==> src/rtl/axis_lfsr_pkg.sv <==
// rtl/axis_lfsr_pkg.sv - shared types and default constants for the LFSR stream source
package axis_lfsr_pkg;

  typedef enum logic [1:0] {
    ST_IDLE   = 2'd0,
    ST_RUN    = 2'd1,
    ST_FINISH = 2'd2
  } lfsr_fsm_e;

  // x^32 + x^22 + x^2 + x + 1
  localparam logic [31:0] LFSR_TAPS_32      = 32'h8020_0003;
  localparam logic [31:0] LFSR_SEED_DEFAULT = 32'h0000_0001;

endpackage

==> src/rtl/axis_lfsr_if.sv <==
// rtl/axis_lfsr_if.sv - stream bundle between the LFSR source and its consumer
interface axis_lfsr_if #(
  parameter int DATA_WIDTH = 32
);
  logic [DATA_WIDTH-1:0] tdata;
  logic                  tvalid;
  logic                  tready;
  logic                  tlast;

  modport master (output tdata, output tvalid, output tlast, input tready);
  modport slave  (input tdata, input tvalid, input tlast, output tready);
endinterface

==> src/rtl/lfsr_core.sv <==
// rtl/lfsr_core.sv - Fibonacci LFSR state register with load, enable and zero-seed guard
module lfsr_core
  import axis_lfsr_pkg::*;
#(
  parameter int               WIDTH = 32,
  parameter logic [WIDTH-1:0] TAPS  = LFSR_TAPS_32,
  parameter logic [WIDTH-1:0] SEED  = LFSR_SEED_DEFAULT
) (
  input  logic             aclk,
  input  logic             aresetn,
  input  logic             load_i,
  input  logic [WIDTH-1:0] load_value_i,
  input  logic             en_i,
  output logic [WIDTH-1:0] state_o
);
  logic [WIDTH-1:0] state_q;
  logic [WIDTH-1:0] state_d;
  logic [WIDTH-1:0] seed_d;

  assign state_d = {state_q[WIDTH-2:0], ^(state_q & TAPS)};
  // An all-zero state would lock up the register, so it is replaced by 1
  assign seed_d  = (load_value_i == '0) ? {{(WIDTH-1){1'b0}}, 1'b1} : load_value_i;

  always_ff @(posedge aclk) begin
    if (!aresetn) begin
      state_q <= SEED;
    end else if (load_i) begin
      state_q <= seed_d;
    end else if (en_i) begin
      state_q <= state_d;
    end
  end

  assign state_o = state_q;
endmodule

==> src/rtl/axis_lfsr_source.sv <==
// rtl/axis_lfsr_source.sv - packetised pseudo-random stream source with start/stop/limit control
module axis_lfsr_source
  import axis_lfsr_pkg::*;
#(
  parameter int                    DATA_WIDTH = 32,
  parameter int                    LFSR_WIDTH = 32,
  parameter logic [LFSR_WIDTH-1:0] TAPS       = LFSR_TAPS_32,
  parameter logic [LFSR_WIDTH-1:0] SEED       = LFSR_SEED_DEFAULT,
  parameter int                    PKT_LEN    = 16
) (
  input  logic                  aclk,
  input  logic                  aresetn,
  input  logic                  start,
  input  logic                  stop,
  input  logic [15:0]           num_pkts,
  input  logic                  seed_load,
  input  logic [LFSR_WIDTH-1:0] seed_value,
  axis_lfsr_if.master           m_axis,
  output logic                  busy,
  output logic [15:0]           pkt_cnt
);
  localparam logic [15:0] LAST_BEAT = 16'(PKT_LEN - 1);

  lfsr_fsm_e             state_q;
  logic                  tvalid_q;
  logic                  tlast_q;
  logic [15:0]           beat_cnt_q;
  logic [15:0]           beat_cnt_d;
  logic [15:0]           run_pkts_q;
  logic [15:0]           num_pkts_q;
  logic [15:0]           pkt_cnt_q;
  logic [LFSR_WIDTH-1:0] lfsr_state;
  logic                  hs;
  logic                  last_hs;
  logic                  limit_hit;

  assign hs         = tvalid_q & m_axis.tready;
  assign last_hs    = hs & tlast_q;
  assign beat_cnt_d = (beat_cnt_q == LAST_BEAT) ? 16'd0 : beat_cnt_q + 16'd1;
  assign limit_hit  = (num_pkts_q != 16'd0) && (run_pkts_q + 16'd1 == num_pkts_q);

  lfsr_core #(
    .WIDTH(LFSR_WIDTH),
    .TAPS (TAPS),
    .SEED (SEED)
  ) u_lfsr (
    .aclk        (aclk),
    .aresetn     (aresetn),
    .load_i      ((state_q == ST_IDLE) && seed_load),
    .load_value_i(seed_value),
    .en_i        (hs),
    .state_o     (lfsr_state)
  );

  always_ff @(posedge aclk) begin
    if (!aresetn) begin
      state_q    <= ST_IDLE;
      tvalid_q   <= 1'b0;
      tlast_q    <= 1'b0;
      beat_cnt_q <= 16'd0;
      run_pkts_q <= 16'd0;
      num_pkts_q <= 16'd0;
      pkt_cnt_q  <= 16'd0;
    end else begin
      // Beat bookkeeping only moves on a handshake; tlast is precomputed for the next beat
      if (hs) begin
        beat_cnt_q <= beat_cnt_d;
        tlast_q    <= (beat_cnt_d == LAST_BEAT);
      end
      if (last_hs) begin
        pkt_cnt_q  <= pkt_cnt_q + 16'd1;
        run_pkts_q <= run_pkts_q + 16'd1;
      end
      case (state_q)
        ST_IDLE: begin
          if (start) begin
            state_q    <= ST_RUN;
            tvalid_q   <= 1'b1;
            tlast_q    <= (LAST_BEAT == 16'd0);
            beat_cnt_q <= 16'd0;
            run_pkts_q <= 16'd0;
            num_pkts_q <= num_pkts;
          end
        end
        ST_RUN: begin
          if (last_hs && (stop || limit_hit)) begin
            state_q  <= ST_IDLE;
            tvalid_q <= 1'b0;
            tlast_q  <= 1'b0;
          end else if (stop) begin
            state_q <= ST_FINISH;
          end
        end
        ST_FINISH: begin
          if (last_hs) begin
            state_q  <= ST_IDLE;
            tvalid_q <= 1'b0;
            tlast_q  <= 1'b0;
          end
        end
        default: begin
          state_q  <= ST_IDLE;
          tvalid_q <= 1'b0;
          tlast_q  <= 1'b0;
        end
      endcase
    end
  end

  assign m_axis.tdata  = DATA_WIDTH'(lfsr_state);
  assign m_axis.tvalid = tvalid_q;
  assign m_axis.tlast  = tlast_q;
  assign busy          = (state_q != ST_IDLE);
  assign pkt_cnt       = pkt_cnt_q;
endmodule

==> src/flat_wrapper.sv <==
// flat-port wrapper written by rule: the top's interface ports become plain ports
module axis_lfsr_source_flat import axis_lfsr_pkg::*;
#(
  parameter int                    DATA_WIDTH = 32,
  parameter int                    LFSR_WIDTH = 32,
  parameter logic [LFSR_WIDTH-1:0] TAPS       = LFSR_TAPS_32,
  parameter logic [LFSR_WIDTH-1:0] SEED       = LFSR_SEED_DEFAULT,
  parameter int                    PKT_LEN    = 16
)
  (aclk, aresetn, start, stop, num_pkts, seed_load, seed_value, busy, pkt_cnt, m_axis_tdata, m_axis_tvalid, m_axis_tlast, m_axis_tready);
  axis_lfsr_if #(.DATA_WIDTH(DATA_WIDTH)) m_axis_i ();
  input  logic aclk;
  input  logic aresetn;
  input  logic start;
  input  logic stop;
  input  logic [15:0] num_pkts;
  input  logic seed_load;
  input  logic [LFSR_WIDTH-1:0] seed_value;
  output logic busy;
  output logic [15:0] pkt_cnt;
  output wire logic [$bits(m_axis_i.tdata)-1:0] m_axis_tdata;
  output wire logic [$bits(m_axis_i.tvalid)-1:0] m_axis_tvalid;
  output wire logic [$bits(m_axis_i.tlast)-1:0] m_axis_tlast;
  input wire logic [$bits(m_axis_i.tready)-1:0] m_axis_tready;
  assign m_axis_tdata = m_axis_i.tdata;
  assign m_axis_tvalid = m_axis_i.tvalid;
  assign m_axis_tlast = m_axis_i.tlast;
  assign m_axis_i.tready = m_axis_tready;
  axis_lfsr_source #(.DATA_WIDTH(DATA_WIDTH), .LFSR_WIDTH(LFSR_WIDTH), .TAPS(TAPS), .SEED(SEED), .PKT_LEN(PKT_LEN)) u_core (.aclk(aclk), .aresetn(aresetn), .start(start), .stop(stop), .num_pkts(num_pkts), .seed_load(seed_load), .seed_value(seed_value), .m_axis(m_axis_i), .busy(busy), .pkt_cnt(pkt_cnt));
endmodule
==> config.mk <==
export PLATFORM = sky130hd
export DESIGN_NAME = axis_lfsr_source_flat
export DESIGN_NICKNAME = d
export VERILOG_FILES = /design/src/rtl/axis_lfsr_pkg.sv /design/src/rtl/axis_lfsr_if.sv /design/src/rtl/lfsr_core.sv /design/src/rtl/axis_lfsr_source.sv /design/src/flat_wrapper.sv
export SDC_FILE = /design/constraint.sdc
export NUM_CORES = 1
export LEC_CHECK = 0
export ABC_AREA = 1
export ABC_CLOCK_PERIOD_IN_PS = 3960
export BUFFER_PORTS_ARGS = -buffer_cell sky130_fd_sc_hd__buf_2
export CORE_UTILIZATION = 31
export CTS_CLUSTER_DIAMETER = 30
export DETAILED_ROUTE_END_ITERATION = 8
export SYNTH_ARGS = -nofsm -noshare
export SYNTH_HDL_FRONTEND = slang
export SYNTH_SLANG_ARGS = --single-unit
==> constraint.sdc <==
create_clock -name aclk -period 3.96 [get_ports aclk]
set_input_delay 0.792 -clock aclk [delete_from_list [all_inputs] [get_ports aclk]]
set_output_delay 0.792 -clock aclk [all_outputs]
set_load 0.05 [all_outputs]
==> metrics.cfg, run 1 <==
[detailed_routing]
via_count = 5082
totalWireLength_um = 13320
drt_iter0_markers = 390
routed.top_layer = met4
wire_per_inst_um = 12.60
drtAntennaViolNets = 0
wl_met1_um = 6641
viasPerCell = 4.808
met3WireLength_um = 738
wl_met2_um = 5769
drt_pass1_iterations = 5
post-route-drc-count = 0

[timing]
rsz0062_at_grt = false
maxSlewHeadroom = 0.4657
fmax_mhz = 438.4
finalSetupTns_ps = 0
slew_violations = 0
timing.final.hold_violations = 0
period_share = 0.5761
fin_crit_ps = 2281
hold_ws_ps = 494.0
setup_viol = 0
worst_pin_slew_ps = 798.5
clock_skew_ps = 10.82

[setup_path]
path_cells = buf_2 > nand2_2 > clkinv_2 > nand2_4 > clkinv_2 > nand2_4 > inv_2 > nand3_1 > nor2_1 > nand2_1 > nor3_2 > nand4_1 > nor2_1 > and3_1 > nor3_1
crit_slowest_cell = clkinv_2
crit_family = simple AND/OR/NAND/NOR gates
crit_arrival_ps = 2500
end_kind = register
crit_type = in2reg
cpPeakStageDelay_ps = 280
rrSetupSlack_ps = 1770
rr_worst_depth = 14
worst-path-max-fanout = 24
crit_buf_inv = 4
critPathLaunchType = input port
r2r-end = u_core.pkt_cnt[14]$_SDFFE_PN0P_
worstPathRequired_ps = 4180
r2r-start = u_core.m_axis.tvalid$_SDFFE_PN0P_

[pwr]
intPower_mw = 1.664
power_density_nw_per_um2 = 408.0
pwr-share-comb = 0.225
clockPowerShare = 0.318
p_seq_frac = 0.457
p_switching_mw = 0.8452
p_total_mw = 2.509
vdd_drop_max_mv = 0.2312
switching_share = 0.3369
p_leak_nw = 2.608

[synth]
synth_top_area_share = 0.3874
synthesis.area_um2 = 5167
ys_types = 39
synth_cells = 747
synth_nets = 805
yosysTopAreaCell = dfxtp_1
syn_avg_cell_area_um2 = 6.918
synth-seq-cells = 100
yosys_warnings = 0
synth_area_leaders = dfxtp_1 39%, nand2_1 12%, o21ai_0 7.4%, inv_1 5.3%, a21oi_1 4.6%
ys_seq_area_frac = 0.3874

[min_path]
min_from = u_core.run_pkts_q[1]$_SDFF_PN0_
min_to = u_core.run_pkts_q[1]$_SDFF_PN0_
min_delay_path_depth = 2
hold_path_class = reg2reg

[final_layout]
layout.cells.non_filler = 1057
layout.nets = 896
drive_above_1_share = 0.1819
diodes = 0
ff_latch_area_um2 = 2002
area_growth_pct = 19.01
multiInputGateArea_um2 = 2753
n_fill_cell = 1756
layout_commonest_cell = nand2_1
layout_common_cells = 165 x nand2_1, 104 x buf_2, 100 x dfxtp_1
final_area_um2 = 6150

[floorplan]
die-width_um = 131.1
floorplan.initialDensity = 0.3218
dieArea_um2 = 17190
core_um2 = 16060
io_pins = 105
die_y_um = 131.1
core.rowCount = 46

[placement]
dpl_cell_area_um2 = 5893
place_inst = 1043
io_buffers = 104
gp_congestion = 0.8104
post-dp-hpwl_um = 9720

[clock_network]
cts.sink_count = 100
ctsResizeCount = 0
clk_path_buf_depth = 2
post-cts-setup-buffer-count = 0
clock-root-buffer = clkbuf_16
htreeDepth = 3
cts_buffers = 9
hold_buffers = 0
clkTransAtPathRegs_ps = 60
insertion_delay_ps = 350
tritoncts = done

[grt]
grt_pass1_vias = 4772
grt_max_degree = 62
grt_usage = 0.1611
grt_antenna_before_repair = 0
grt_pass1_wl_um = 22820
gr-total-overflow = 0

[run_status]
status = completed

[flow_run]
cap_violations = 0

-- Yosys cell counts (all sizes together) --
library cell / instances
a211oi: 2
a21oi: 51
a31oi: 31
and2: 2
and3: 1
buf: 2
clkbuf: 29
clkinv: 3
dfxtp: 100
ha: 4
inv: 75
nand2: 174
nand3: 47
nand3b: 1
nand4: 18
nor2: 70
nor3: 15
nor3b: 1
nor4: 9
o211ai: 9
o21a: 1
o21ai: 77
o21bai: 3
o22ai: 1
or2: 1
xnor2: 5
xnor3: 2
xor2: 13
-- how the worst max path moves through the flow --
| stage | startpoint | end | slack [ps] | cells past startpoint |
|---|---|---|---|---|
| 3_3_place_gp | m_axis_tready | u_core.pkt_cnt[15]$_SDFFE_PN0P_ | 1320 | 14 |
| 5_1_grt | m_axis_tready | u_core.pkt_cnt[15]$_SDFFE_PN0P_ | 1400 | 14 |
| 3_5_place_dp | m_axis_tready | u_core.pkt_cnt[15]$_SDFFE_PN0P_ | 1300 | 14 |
| 6_report | m_axis_tready | u_core.pkt_cnt[14]$_SDFFE_PN0P_ | 1680 | 15 |
| 2_1_floorplan | m_axis_tready | u_core.pkt_cnt[15]$_SDFFE_PN0P_ | 1670 | 13 |
| 4_1_cts | m_axis_tready | u_core.pkt_cnt[14]$_SDFFE_PN0P_ | 1660 | 15 |
-- power by group through the flow --
stage	logic, mW	clock network [mW]	registers [mW]
after CTS	0.567	0.827	1.15
after global routing	0.620	0.870	1.16
after global placement	0.563	0	1.17
final	0.564	0.798	1.15
after floorplan	0.257	0	1.32
after detailed placement	0.566	0	1.17
-- stage by stage --
| step | utilization | setup slack, ps |
|---|---|---|
| after CTS | 0.3830 | 1660 |
| after global placement | 0.3670 | 1322 |
| after global routing | 0.3830 | 1399 |
| after floorplan | - | 1671 |
| after detailed placement | 0.3670 | 1301 |
| final | 0.3830 | 1679 |
-- flip-flops by register name, indices dropped and copies added (netlist names) --
signal / flops
u_core.beat_cnt_q: 16
u_core.m_axis.tlast: 1
u_core.m_axis.tvalid: 1
u_core.num_pkts_q: 16
u_core.pkt_cnt: 16
u_core.run_pkts_q: 16
u_core.state_q: 2
u_core.u_lfsr.state_o: 32
-- layout make-up --
class,count,share of cell area
clock buffer,10,0.03723
multi-input combinational,538,0.4476
inverter,78,0.04802
timing repair buffer,111,0.09318
sequential,100,0.3255
clock inverter,4,0.004476
tap,216,0.04395
-- kinds of logic (layout without fill, tap and decap cells) --
family,Yosys count,in the layout,synth area share
xor+xnor,20,20,0.03922
buf+inv,109,203,0.07990
simple gates,339,339,0.2971
flops,100,100,0.3874
compound gates,175,175,0.1867
fa+ha+maj,4,4,0.009686
-- worst reg2reg max path: cells and delay by family (launching register included) --
kind / cells / cell delay [ps]
buf+inv: 3 / 420
flops: 1 / 400
simple gates: 11 / 1230
-- routing by layer --
layer / up-vias / global-route usage
li1: 2685 / -
met1: 2257 / 0.2108
met2: 128 / 0.2574
met3: 12 / 0.04630
met4: 0 / 0.04314
met5: - / 0
Note: power is estimated with default switching activity, not from simulation.
==> run 2: changes to the inputs <==
Settings changed: ABC_AREA 1 to 0, ABC_CLOCK_PERIOD_IN_PS 3960 to 2300.
Clock period 3.96 ns to 2.3 ns, I/O delays scaled along.
==> run 2 against run 1 <==
  * Via count shrank 4.5%
  * Synthesized cell count fell by 10%
  * Cell area grew 4.9%
  * Critical path type is now reg2reg
  * Sequential power increased by 64%
  * Critical path depth decreased by 6
  * Flip-flop and latch count is the same
  * Utilization rose by 0.20 points
  * Largest cell class unchanged
  * Highest routed layer unchanged
  * Worst hold slack got worse by 150 ps
  * Area after synthesis grew 4.1%
==> metrics.cfg, run 2 <==
[detailed_routing]
via_count = 4855
viasPerCell = 4.949
post-route-drc-count = 0
totalWireLength_um = 13610
wire_per_inst_um = 13.87
drt_iter0_markers = 331
drt_pass1_iterations = 4
drtAntennaViolNets = 0

[final_layout]
n_fill_cell = 1713
layout.nets = 814
largest_reg_flops = 32
final_util = 0.3850
multiInputGateArea_um2 = 3171
drive_above_1_share = 0.2142
layout_commonest_cell = nand2_1
layout_common_cells = 133 x nand2_1, 104 x buf_2, 94 x dfxtp_1
ff_latch_area_um2 = 2014
area_growth_pct = 19.90
diodes = 0
layout.cells.non_filler = 981

[setup_path]
end_kind = register
crit_slowest_cell = dfxtp_1
worst-path-max-fanout = 3
worstPathRequired_ps = 2510
cpPeakStageDelay_ps = 340
path_common_cell = buf_4
crit_buf_inv = 2
crit_family = simple AND/OR/NAND/NOR gates
rrSetupSlack_ps = 170
crit_type = reg2reg
path_cells = ha_2 > nand4_1 > buf_4 > buf_4 > nor3_1 > xnor2_1 > nand3_1 > nor4_4 > a41oi_2
critPathLaunchType = register
crit_arrival_ps = 2340

[synth]
ys_async_sr_fraction = 0
synth_ff_type = dfxtp_1
synth_nets = 727
ys_seq_area_frac = 0.3720
synthTopCellsByCount = 134 x nand2_1, 100 x dfxtp_1, 52 x nand3_1, 43 x nor2_1, 36 x clkbuf_1
synth-seq-cells = 100
yosys_warnings = 0
synth_edf_count = 0
yosysTopAreaCell = dfxtp_1
synth_cells = 669
ys_types = 57
synth_top_area_share = 0.3720
synthesis.area_um2 = 5381
synth.most_common_cell = nand2_1
synth_area_leaders = dfxtp_1 37%, nand2_1 9.3%, o211a_1 5.8%, xor2_1 5.2%, nand3_1 4.8%
syn_avg_cell_area_um2 = 8.044

[pwr]
vdd_drop_max_mv = 0.2976
p_leak_nw = 2.818
power_density_nw_per_um2 = 647.0

[clock_network]
clkTransAtPathRegs_ps = 70
clock-root-buffer = clkbuf_16
cts_buffers = 9
htreeDepth = 3
clk_path_buf_depth = 2
tritoncts = done
cts.sink_count = 100
insertion_delay_ps = 350

[floorplan]
core_um2 = 16760
core.rowCount = 47
floorplan.initialDensity = 0.3211
dieArea_um2 = 17890
io_pins = 105
die_y_um = 133.8
die-width_um = 133.8

[run_status]
status = completed

[timing]
maxSlewHeadroom = 0.5463
hold_ws_ps = 348.7
slew_violations = 0
setup_viol = 0
fmax_mhz = 469.5
finalSetupTns_ps = 0
timing.final.hold_violations = 0
worst_pin_slew_ps = 680.6
clock_skew_ps = 7.305
period_share = 0.9260
fin_crit_ps = 2130

[min_path]
hold_path_class = in2reg

[grt]
grt_pass1_vias = 4404
grt_antenna_before_repair = 0
gr-total-overflow = 0
grt_pass1_wl_um = 22000
grt_usage = 0.1526
grt_max_degree = 70

[flow_run]
cap_violations = 0

[placement]
io_buffers = 104
post-dp-hpwl_um = 9700
place_inst = 963
gp_congestion = 0.8580

run 2: cell count changes after synthesis, sizes merged, moves of 18 or more:
cell,before,now
inv,75,6
o21ai,77,18
nand2,174,134
o211a,0,31
a21oi,51,22
a31oi,31,3
nor2,70,43
xnor2,5,28
and2,2,22
xor2,13,32
a21boi,0,18
run 2: path summary, 6_finish.rpt:
kind	from	end	depth (start not counted)
max	u_core.run_pkts_q[0]$_SDFF_PN0_	u_core.m_axis.tvalid$_SDFFE_PN0P_	9
min	num_pkts[14]	u_core.num_pkts_q[14]$_SDFFE_PN0P_	3
max reg2reg	u_core.run_pkts_q[0]$_SDFF_PN0_	u_core.m_axis.tvalid$_SDFFE_PN0P_	9
min reg2reg	u_core.num_pkts_q[7]$_SDFFE_PN0P_	u_core.num_pkts_q[7]$_SDFFE_PN0P_	2
run 2: where the power goes:
part,total (mW),switching [mW],internal [mW]
sequential,1.89,0.0811,1.81
clock,1.54,0.660,0.875
combinational,0.745,0.502,0.243
run 2: logic make-up after synthesis:
family	synth area share
buffers and inverters	0.04650
DFF	0.3720
muxes	0.007440
and+or+nand+nor	0.3183
xor gates and xnor gates	0.09765
adders and majority gates	0.009301
AOI/OAI and AO/OA	0.1488
run 2: layout make-up:
cell class,instances,area share
clock buffers,11,0.03762
clock inverters,5,0.009114
inverters,6,0.003490
multi-input cells,517,0.4914
flip-flops and latches,100,0.3122
well taps,220,0.04266
repair buffers,122,0.1035
run 2: tightest hold or removal path: stages:
cell and delay (ps):
buf_2 90, nand2_1 50, a21boi_1 50
run 2: per-stage QoR:
stage	cell area [um^2]	total power [mW]	setup WS (ps)
floorplan	5381	2.461	108.0
global placement	6085	2.682	166.8
detailed placement	6085	2.681	108.3
CTS	6386	4.230	91.58
global route	6452	4.372	-15.98
finish	6452	4.175	170.2
run 2: per-layer routing:
metal / global-route usage / share of wire
met1: 0.2108 / 0.49
met2: 0.2274 / 0.44
met3: 0.03577 / 0.050
met4: 0.06061 / 0.015
met5: 0 / 0
run 2: timing repair:
item / CTS / global route
resized for setup: 0 / 16
hold buffers: 0 / 0
buffers inserted: 0 / 2
setup endpoints to repair: 0 / 4
